$ cat src/rtl/lr_pkg.sv
// lr_pkg -- shared constants and bus types for the window / inner-product datapath.
// Revision 1.0
`default_nettype none

package lr_pkg;

  localparam int PIX_W     = 7;
  localparam int WIN       = 9;
  localparam int WIN_ELEMS = WIN * WIN;

  typedef logic [PIX_W-1:0]           pixel_t;
  // Element i = r*WIN + c sits at bits [i*PIX_W +: PIX_W]; r=0 is the oldest row.
  typedef logic [WIN_ELEMS*PIX_W-1:0] window_t;

endpackage

`default_nettype wire

$ cat src/rtl/linebuffer_column_store.sv
// linebuffer_column_store -- ROWS x IMG_W pixel memory with column read and shift-up write.
// Revision 1.0
`default_nettype none

module linebuffer_column_store #(
  parameter int IMG_W  = 28,
  parameter int ROWS   = 8,
  parameter int PIX_W  = 7,
  parameter int ADDR_W = $clog2(IMG_W)
) (
  input  logic                  clk,
  input  logic                  wr_en,
  input  logic [ADDR_W-1:0]     addr,
  input  logic [PIX_W-1:0]      wr_pixel,
  output logic [ROWS*PIX_W-1:0] rd_column
);

  // Row 0 holds the oldest line; contents are never reset.
  logic [PIX_W-1:0] mem [ROWS][IMG_W];

  generate
    for (genvar k = 0; k < ROWS; k++) begin : g_rd
      assign rd_column[k*PIX_W +: PIX_W] = mem[k][addr];
    end
  endgenerate

  always_ff @(posedge clk) begin
    if (wr_en) begin
      for (int k = 0; k < ROWS - 1; k++) begin
        mem[k][addr] <= mem[k+1][addr];
      end
      mem[ROWS-1][addr] <= wr_pixel;
    end
  end

endmodule

`default_nettype wire

$ cat src/rtl/linebuffer_window9.sv
// linebuffer_window9 -- raster pixel stream to 9x9 sliding window, one window per accepted pixel.
// Revision 1.0
`default_nettype none

module linebuffer_window9 #(
  parameter int IMG_W = 28,
  parameter int IMG_H = 28,
  parameter int PIX_W = lr_pkg::PIX_W,
  parameter int WIN   = lr_pkg::WIN
) (
  input  logic                     clk,
  input  logic                     rst,
  input  logic                     in_valid,
  output logic                     in_ready,
  input  logic [PIX_W-1:0]         in_pixel,
  input  logic                     in_sof,
  output logic                     out_valid,
  input  logic                     out_ready,
  output logic [WIN*WIN*PIX_W-1:0] out_window,
  output logic [4:0]               out_x,
  output logic [4:0]               out_y,
  output logic                     out_last
);

  localparam int ROWS  = WIN - 1;
  localparam int COL_W = $clog2(IMG_W);
  localparam int ROW_W = $clog2(IMG_H);
  localparam logic [COL_W-1:0] COL_LAST = COL_W'(IMG_W - 1);
  localparam logic [ROW_W-1:0] ROW_LAST = ROW_W'(IMG_H - 1);
  localparam logic [COL_W-1:0] COL_MIN  = COL_W'(WIN - 1);
  localparam logic [ROW_W-1:0] ROW_MIN  = ROW_W'(WIN - 1);

  logic [COL_W-1:0]         col;
  logic [ROW_W-1:0]         row;
  logic [COL_W-1:0]         pos_col;
  logic [ROW_W-1:0]         pos_row;
  logic                     accept;
  logic                     consume;
  logic                     win_ok;
  logic [ROWS*PIX_W-1:0]    lb_column;
  logic [WIN*WIN*PIX_W-1:0] win_next;

  assign in_ready = !out_valid || out_ready;
  assign accept   = in_valid && in_ready;
  assign consume  = out_valid && out_ready;

  // A start-of-frame pixel is (0,0) no matter where the counters were.
  assign pos_col = in_sof ? '0 : col;
  assign pos_row = in_sof ? '0 : row;
  assign win_ok  = (pos_row >= ROW_MIN) && (pos_col >= COL_MIN);

  linebuffer_column_store #(
    .IMG_W  (IMG_W),
    .ROWS   (ROWS),
    .PIX_W  (PIX_W),
    .ADDR_W (COL_W)
  ) u_store (
    .clk       (clk),
    .wr_en     (accept),
    .addr      (pos_col),
    .wr_pixel  (in_pixel),
    .rd_column (lb_column)
  );

  // Shift every window row left; the fresh column enters at the right edge.
  generate
    for (genvar r = 0; r < WIN; r++) begin : g_row
      for (genvar c = 0; c < WIN - 1; c++) begin : g_shift
        assign win_next[(r*WIN+c)*PIX_W +: PIX_W] = out_window[(r*WIN+c+1)*PIX_W +: PIX_W];
      end
      if (r < ROWS) begin : g_from_lb
        assign win_next[(r*WIN+WIN-1)*PIX_W +: PIX_W] = lb_column[r*PIX_W +: PIX_W];
      end else begin : g_from_in
        assign win_next[(r*WIN+WIN-1)*PIX_W +: PIX_W] = in_pixel;
      end
    end
  endgenerate

  always_ff @(posedge clk) begin
    if (rst) begin
      col <= '0;
      row <= '0;
    end else if (accept) begin
      if (pos_col == COL_LAST) begin
        col <= '0;
        row <= (pos_row == ROW_LAST) ? '0 : pos_row + 1'b1;
      end else begin
        col <= pos_col + 1'b1;
        row <= pos_row;
      end
    end
  end

  // The window register doubles as the output bus; it only moves on accept,
  // so it is frozen whenever a window is stalled.
  always_ff @(posedge clk) begin
    if (rst) begin
      out_valid  <= 1'b0;
      out_last   <= 1'b0;
      out_x      <= '0;
      out_y      <= '0;
      out_window <= '0;
    end else if (accept) begin
      out_window <= win_next;
      out_valid  <= win_ok;
      if (win_ok) begin
        out_x    <= 5'(pos_col - COL_MIN);
        out_y    <= 5'(pos_row - ROW_MIN);
        out_last <= (pos_row == ROW_LAST) && (pos_col == COL_LAST);
      end
    end else if (consume) begin
      out_valid <= 1'b0;
    end
  end

endmodule

`default_nettype wire

$ cat config.mk
export PLATFORM = sky130hd
export DESIGN_NAME = linebuffer_window9
export DESIGN_NICKNAME = d
export VERILOG_FILES = /design/src/rtl/lr_pkg.sv /design/src/rtl/linebuffer_column_store.sv /design/src/rtl/linebuffer_window9.sv
export SDC_FILE = /design/constraint.sdc
export NUM_CORES = 2
export LEC_CHECK = 0
export CORE_ASPECT_RATIO = 0.8
export CORE_MARGIN = 5
export CORE_UTILIZATION = 50
export DETAILED_ROUTE_END_ITERATION = 12
export GPL_TIMING_DRIVEN = 0
export PLACE_DENSITY = 0.71
export SYNTH_ARGS = -nofsm -noshare
export SYNTH_HDL_FRONTEND = slang
export SYNTH_SLANG_ARGS = --single-unit
$ cat constraint.sdc
create_clock -name clk -period 4.74 [get_ports clk]
set_input_delay 0.474 -clock clk [delete_from_list [all_inputs] [get_ports clk]]
set_output_delay 0.474 -clock clk [all_outputs]
set_load 0.02 [all_outputs]
# After elaboration in Yosys (flattened, before gate mapping)
# Memory sizes are Yosys's and may differ from the RTL's.
# Cells that the tools add are included.
dict set report op_classes {
  n_addsub 4
  n_lt_le_gt_ge 4
  eq_ne 2
  muxes 35
  bitwise_logic 1
  n_reduce_logical 9
}
# op count
set op_table {}
lappend op_table {{$bmux W7 S5} 8}
lappend op_table {{$mux W196} 1}
lappend op_table {{$mux W7} 17}
lappend op_table {{$demux W7 S5} 1}
lappend op_table {{$mux W5} 5}
lappend op_table {{$add A5 B1 Y5 const B} 2}
lappend op_table {{$eq A5 B5 Y1 const B} 2}
lappend op_table {{$ge A5 B4 Y1 const B} 2}
lappend op_table {{$sub A5 B4 Y5 const B} 2}
lappend op_table {{$ge A6 B6 Y1 const B} 1}
lappend op_table {{$lt A6 B1 Y1 const B} 1}
lappend op_table {{$not A5 Y6} 1}
lappend op_table {{$logic_and A1 B1 Y1} 5}
lappend op_table {{$mux W1} 3}
lappend op_table {{$reduce_and A2 Y1} 1}
lappend op_table {{$reduce_bool A2 Y1} 1}
lappend op_table {{$logic_not A1 Y1} 1}
lappend op_table {{$logic_or A1 B1 Y1} 1}
dict set report totals {
  register_bits 589
  mem_bits_rw 1568
  input_bits 12
  out_inout_bits 580
  wordCells 63
  mem_count 1
}
# name depth word_bits read_ports rd_clocked_by_memory_dff wr line
set memory_table {}
lappend memory_table {u_store.mem 8 196 8 0 8 linebuffer_column_store.sv:19} ;# logic [PIX_W-1:0] mem [ROWS][IMG_W];

# Depth between registers and ports, before layout
dict set report logic_depth {
  word_depth 7
  mapped_depth 12
  mapped_depth_nobuf 7
}

# By module
# A second synthesis with hierarchy kept.
dict set report unflattened {
  hier_cells 5741
  hier_area_um2 80990.2
}
# module instances cells_per_inst area_per_inst_um2 seq_area_each_um2
set modules_own_cells {}
lappend modules_own_cells {linebuffer_column_store 1 3143 60469.2 47085.2}
lappend modules_own_cells {linebuffer_window9 1 2598 20520.9 11791.3}

# Worst setup path before layout
# No wires, ideal clock.
dict set report synth_path {
  kind {input port to flip-flop}
  start {input in_sof}
  end {memory u_store.mem[0][168] (netlist name) (enable)}
  setup_time_ps 470
  arrival_ps 4261
  required_ps 4270
  setup_slack_ps 8
  cell_stages 9
  path_buffers 4
  path_cell_list {buf_6 -> nor2b_1 -> clkbuf_1 -> inv_1 -> clkbuf_1 -> clkbuf_1 -> ha_1 -> nand2_1 -> nor2_1}
}
# element line
set synth_lines {}
lappend synth_lines {{start, declared} linebuffer_window9.sv:16} ;# input logic in_sof,
lappend synth_lines {{end, declared} linebuffer_column_store.sv:19}

==> flow_metrics.env <==
export IMPL_status="finished, violations left"
export IMPL_violations="negative setup slack"
export IMPL_netlist_instances=6184
export IMPL_synth_compound_area_share_pct=11.5
export IMPL_die_h_um=374
export IMPL_grt_pass1_vias=54500
export IMPL_wl_per_cell_um=30.9
export IMPL_syn_nets=6203
export IMPL_final_cells=9372
export IMPL_track_usage_pct=32.1
export IMPL_synth_top_area_share_pct=56.9
export IMPL_io_buffers=590
export IMPL_path_cells="nand2b_1, and2_1, clkbuf_1, clkdlybuf4s15_1, clkbuf_1, nand2_1, nor2_4, buf_16, buf_16"
export IMPL_clk_latency_ps=860
export IMPL_maxSlewHeadroom_pct=4.61
export IMPL_tns_ps=-21120
export IMPL_clkSinkCount=2157
export IMPL_pre_cts_ws_ps=-557
export IMPL_final_core_util_pct=60.2
export IMPL_cp_top_family="buffers and inverters"
export IMPL_period_needed_ps=4890
export IMPL_worst_path_largest_cell_delay_ps=1010
export IMPL_routed_wl_mm=290
export IMPL_fp_dieW_um=465
export IMPL_syn_avg_cell_area_um2=13.4
export IMPL_p_leak_nw=31.4
export IMPL_post_synth_top_area_cell="edfxtp_1"
export IMPL_critPathSlowestCell="clkdlybuf4s15_1"
export IMPL_place_congestion=0.968
export IMPL_placed_cells=8989
export IMPL_dpl_hpwl_mm=206
export IMPL_ff2ff_setup_slack_ps=-150
export IMPL_cp_end_kind="flop"
export IMPL_synth_top_family_by_area="compound AO/OA/AOI/OAI gates"
export IMPL_grt_pass1_wl_mm=403
export IMPL_die_area_um2=174000
export IMPL_yosys_top_cells_area="edfxtp_1 57%, dfxtp_1 14%, nand2_1 5.3%, mux2i_1 4.0%, a21oi_1 3.7%"
export IMPL_clockBufferDepth=3
export IMPL_tightest_slew_ps=1430
export IMPL_antenna_found_initial=32
export IMPL_fin_area_um2=99000
export IMPL_finalClockSkew_ps=41.5
export IMPL_hold_path_class="primary input to flop"
export IMPL_placed_cell_area_um2=92800
export IMPL_grt_remaining_overflow=0
export IMPL_drive_above_1_share_pct=9.42
export IMPL_fin_crit_sh_pct=103
export IMPL_synthSimpleGateAreaFrac_pct=8.64
export IMPL_crit_required_ps=5270
export IMPL_max_freq_mhz=205
export IMPL_rows=133
export IMPL_ys_warn_count=0
export IMPL_initial_utilization_pct=50.4
export IMPL_hold_violations=0
export IMPL_path_buf_inv=5
export IMPL_slew_violations=0
export IMPL_ys_flop_type="edfxtp_1"
export IMPL_syn_to_final_growth_pct=19.6
export IMPL_synth_edf_count=1568
export IMPL_synth_fa_ha_area_share_pct=0.106
export IMPL_nFillCells=12500
export IMPL_setup_viol=277
export IMPL_setup_slack_ps=-149
export IMPL_drt_initial_drc_count=9600
export IMPL_cp_start_kind="flop"
export IMPL_fin_nets=7053
export IMPL_syn_area_um2=82800
export IMPL_io_pins=592
export IMPL_synth_area_mux_share_pct=6.13
export IMPL_peakVddDrop_mv=0.456
export IMPL_p_per_area_nw_per_um2=392
export IMPL_coreArea_um2=164000
export IMPL_numCtsBuffers=194
export IMPL_crit_fanout=16
export IMPL_synthTopCellsByCount="1568 x edfxtp_1, 1175 x nand2_1, 612 x a21oi_1"
export IMPL_grt_start_max_net_pins=40
export IMPL_path_class="flop to flop"
export IMPL_synth_most_common_cell="edfxtp_1"
export IMPL_ys_seq_elements=2157
export IMPL_maxCapViolations=0
export IMPL_viasPerCell=6.39
export IMPL_h_tree_depth=4
export IMPL_cp_arrival_ps=5420
export IMPL_vias=59900
export IMPL_yosysSeqAreaShare_pct=71.1
export IMPL_yosysUniqueCellTypes=71
export IMPL_ant_nets=0
export IMPL_route_detailed_drc=0
export IMPL_root_buffer="clkbuf_16"
export IMPL_cts_tree="yes"
export IMPL_drtPass1Iterations=7
export IMPL_synthXorXnorAreaFrac_pct=0
export IMPL_synthArstFlopShare_pct=0
export IMPL_clk_pin_slew_ps=60
metal layers:
| layer | vias to the layer above | GRT usage, % | wire length, µm |
|---|---|---|---|
| met3 | 896 | 12.3 | 44400 |
| met5 | - | 0 | 125 |
| li1 | 24900 | - | - |
| met2 | 4703 | 45.2 | 121000 |
| met1 | 29400 | 44.2 | 108000 |
| met4 | 20 | 14.8 | 16300 |
power by group:
group / leakage, nW / switching, mW / internal, mW
sequential: 18.8 / 0.228 / 20.6
combinational: 9.70 / 1.94 / 0.721
clock: 2.95 / 7.00 / 8.28
repair_timing:
action | 4_1_cts | 5_1_grt
gates cloned | 1 | 0
resized for setup | 1 | 6
endpoints found under the setup margin | 119 | 213
buffers inserted | 0 | 8
hold buffers | 0 | 0
pin swaps | 1 | 3
cell families (layout without fill, tap and decap cells):
kind of cell | count (synthesis) | in the layout
flip-flops | 2157 | 2157
AO/OA/AOI/OAI | 1421 | 1421
adder cells (fa/ha/maj) | 7 | 7
buffers and inverters | 497 | 1506
other | 0 | 18
multiplexers | 449 | 449
AND/OR/NAND/NOR | 1653 | 1654
through the flow:
step                      power, mW  hold WS [ps]
after floorplan                22.5           460
after global placement         23.7           442
after detailed placement       23.8           447
after CTS                      38.7           265
after global routing           39.7           243
final                          38.8           235
registers in the layout, indices dropped and copies added, names as in the netlist:
| register | cells |
|---|---|
| col | 5 |
| out_last | 1 |
| out_valid | 1 |
| out_window | 567 |
| out_x | 5 |
| out_y | 5 |
| row | 5 |
| u_store.mem | 1568 |
layout make-up:
| class | count | area (µm²) | share of cell area (%) |
|---|---|---|---|
| well taps | 2160 | 2700 | 2.73 |
| multi-input cells | 3531 | 22000 | 22.2 |
| inverters | 20 | 75.1 | 0.0759 |
| flip-flops and latches | 2157 | 58900 | 59.5 |
| repair buffers | 653 | 7230 | 7.30 |
| diodes | 18 | 45.0 | 0.0455 |
| clock buffers | 274 | 5370 | 5.42 |
| plain buffers | 477 | 2040 | 2.06 |
| clock inverters | 82 | 648 | 0.655 |
cell usage in the layout (no fill, tap or decap), types with 39 or more instances in the layout:
cell and instances:
a21oi_1 612, a221oi_1 59, a22oi_1 98, a2bb2oi_1 39, buf_12 42, buf_2 107, clkbuf_1 391, clkbuf_16 198
clkdlybuf4s50_1 589, dfxtp_1 589, edfxtp_1 1568, mux2_2 82, mux2i_1 329, nand2_1 1175, nand2b_1 43, nand3_1 40
nor2_1 117, nor2b_1 66, o211ai_1 62, o21ai_0 106, o221ai_1 117, o22ai_1 56
path summary, 6_finish.rpt:
| path | cells after the start | start | to |
|---|---|---|---|
| worst max-delay path | 9 | out_valid | u_store.mem[1][196] |
| worst min-delay path | 1 | in_pixel[2] | u_store.mem[1][744] |
| worst max register to register | 9 | out_valid | u_store.mem[1][196] |
| worst min register to register | 2 | out_window[66] | out_window[66] |
No activity file was read; power rests on OpenSTA's default activity.
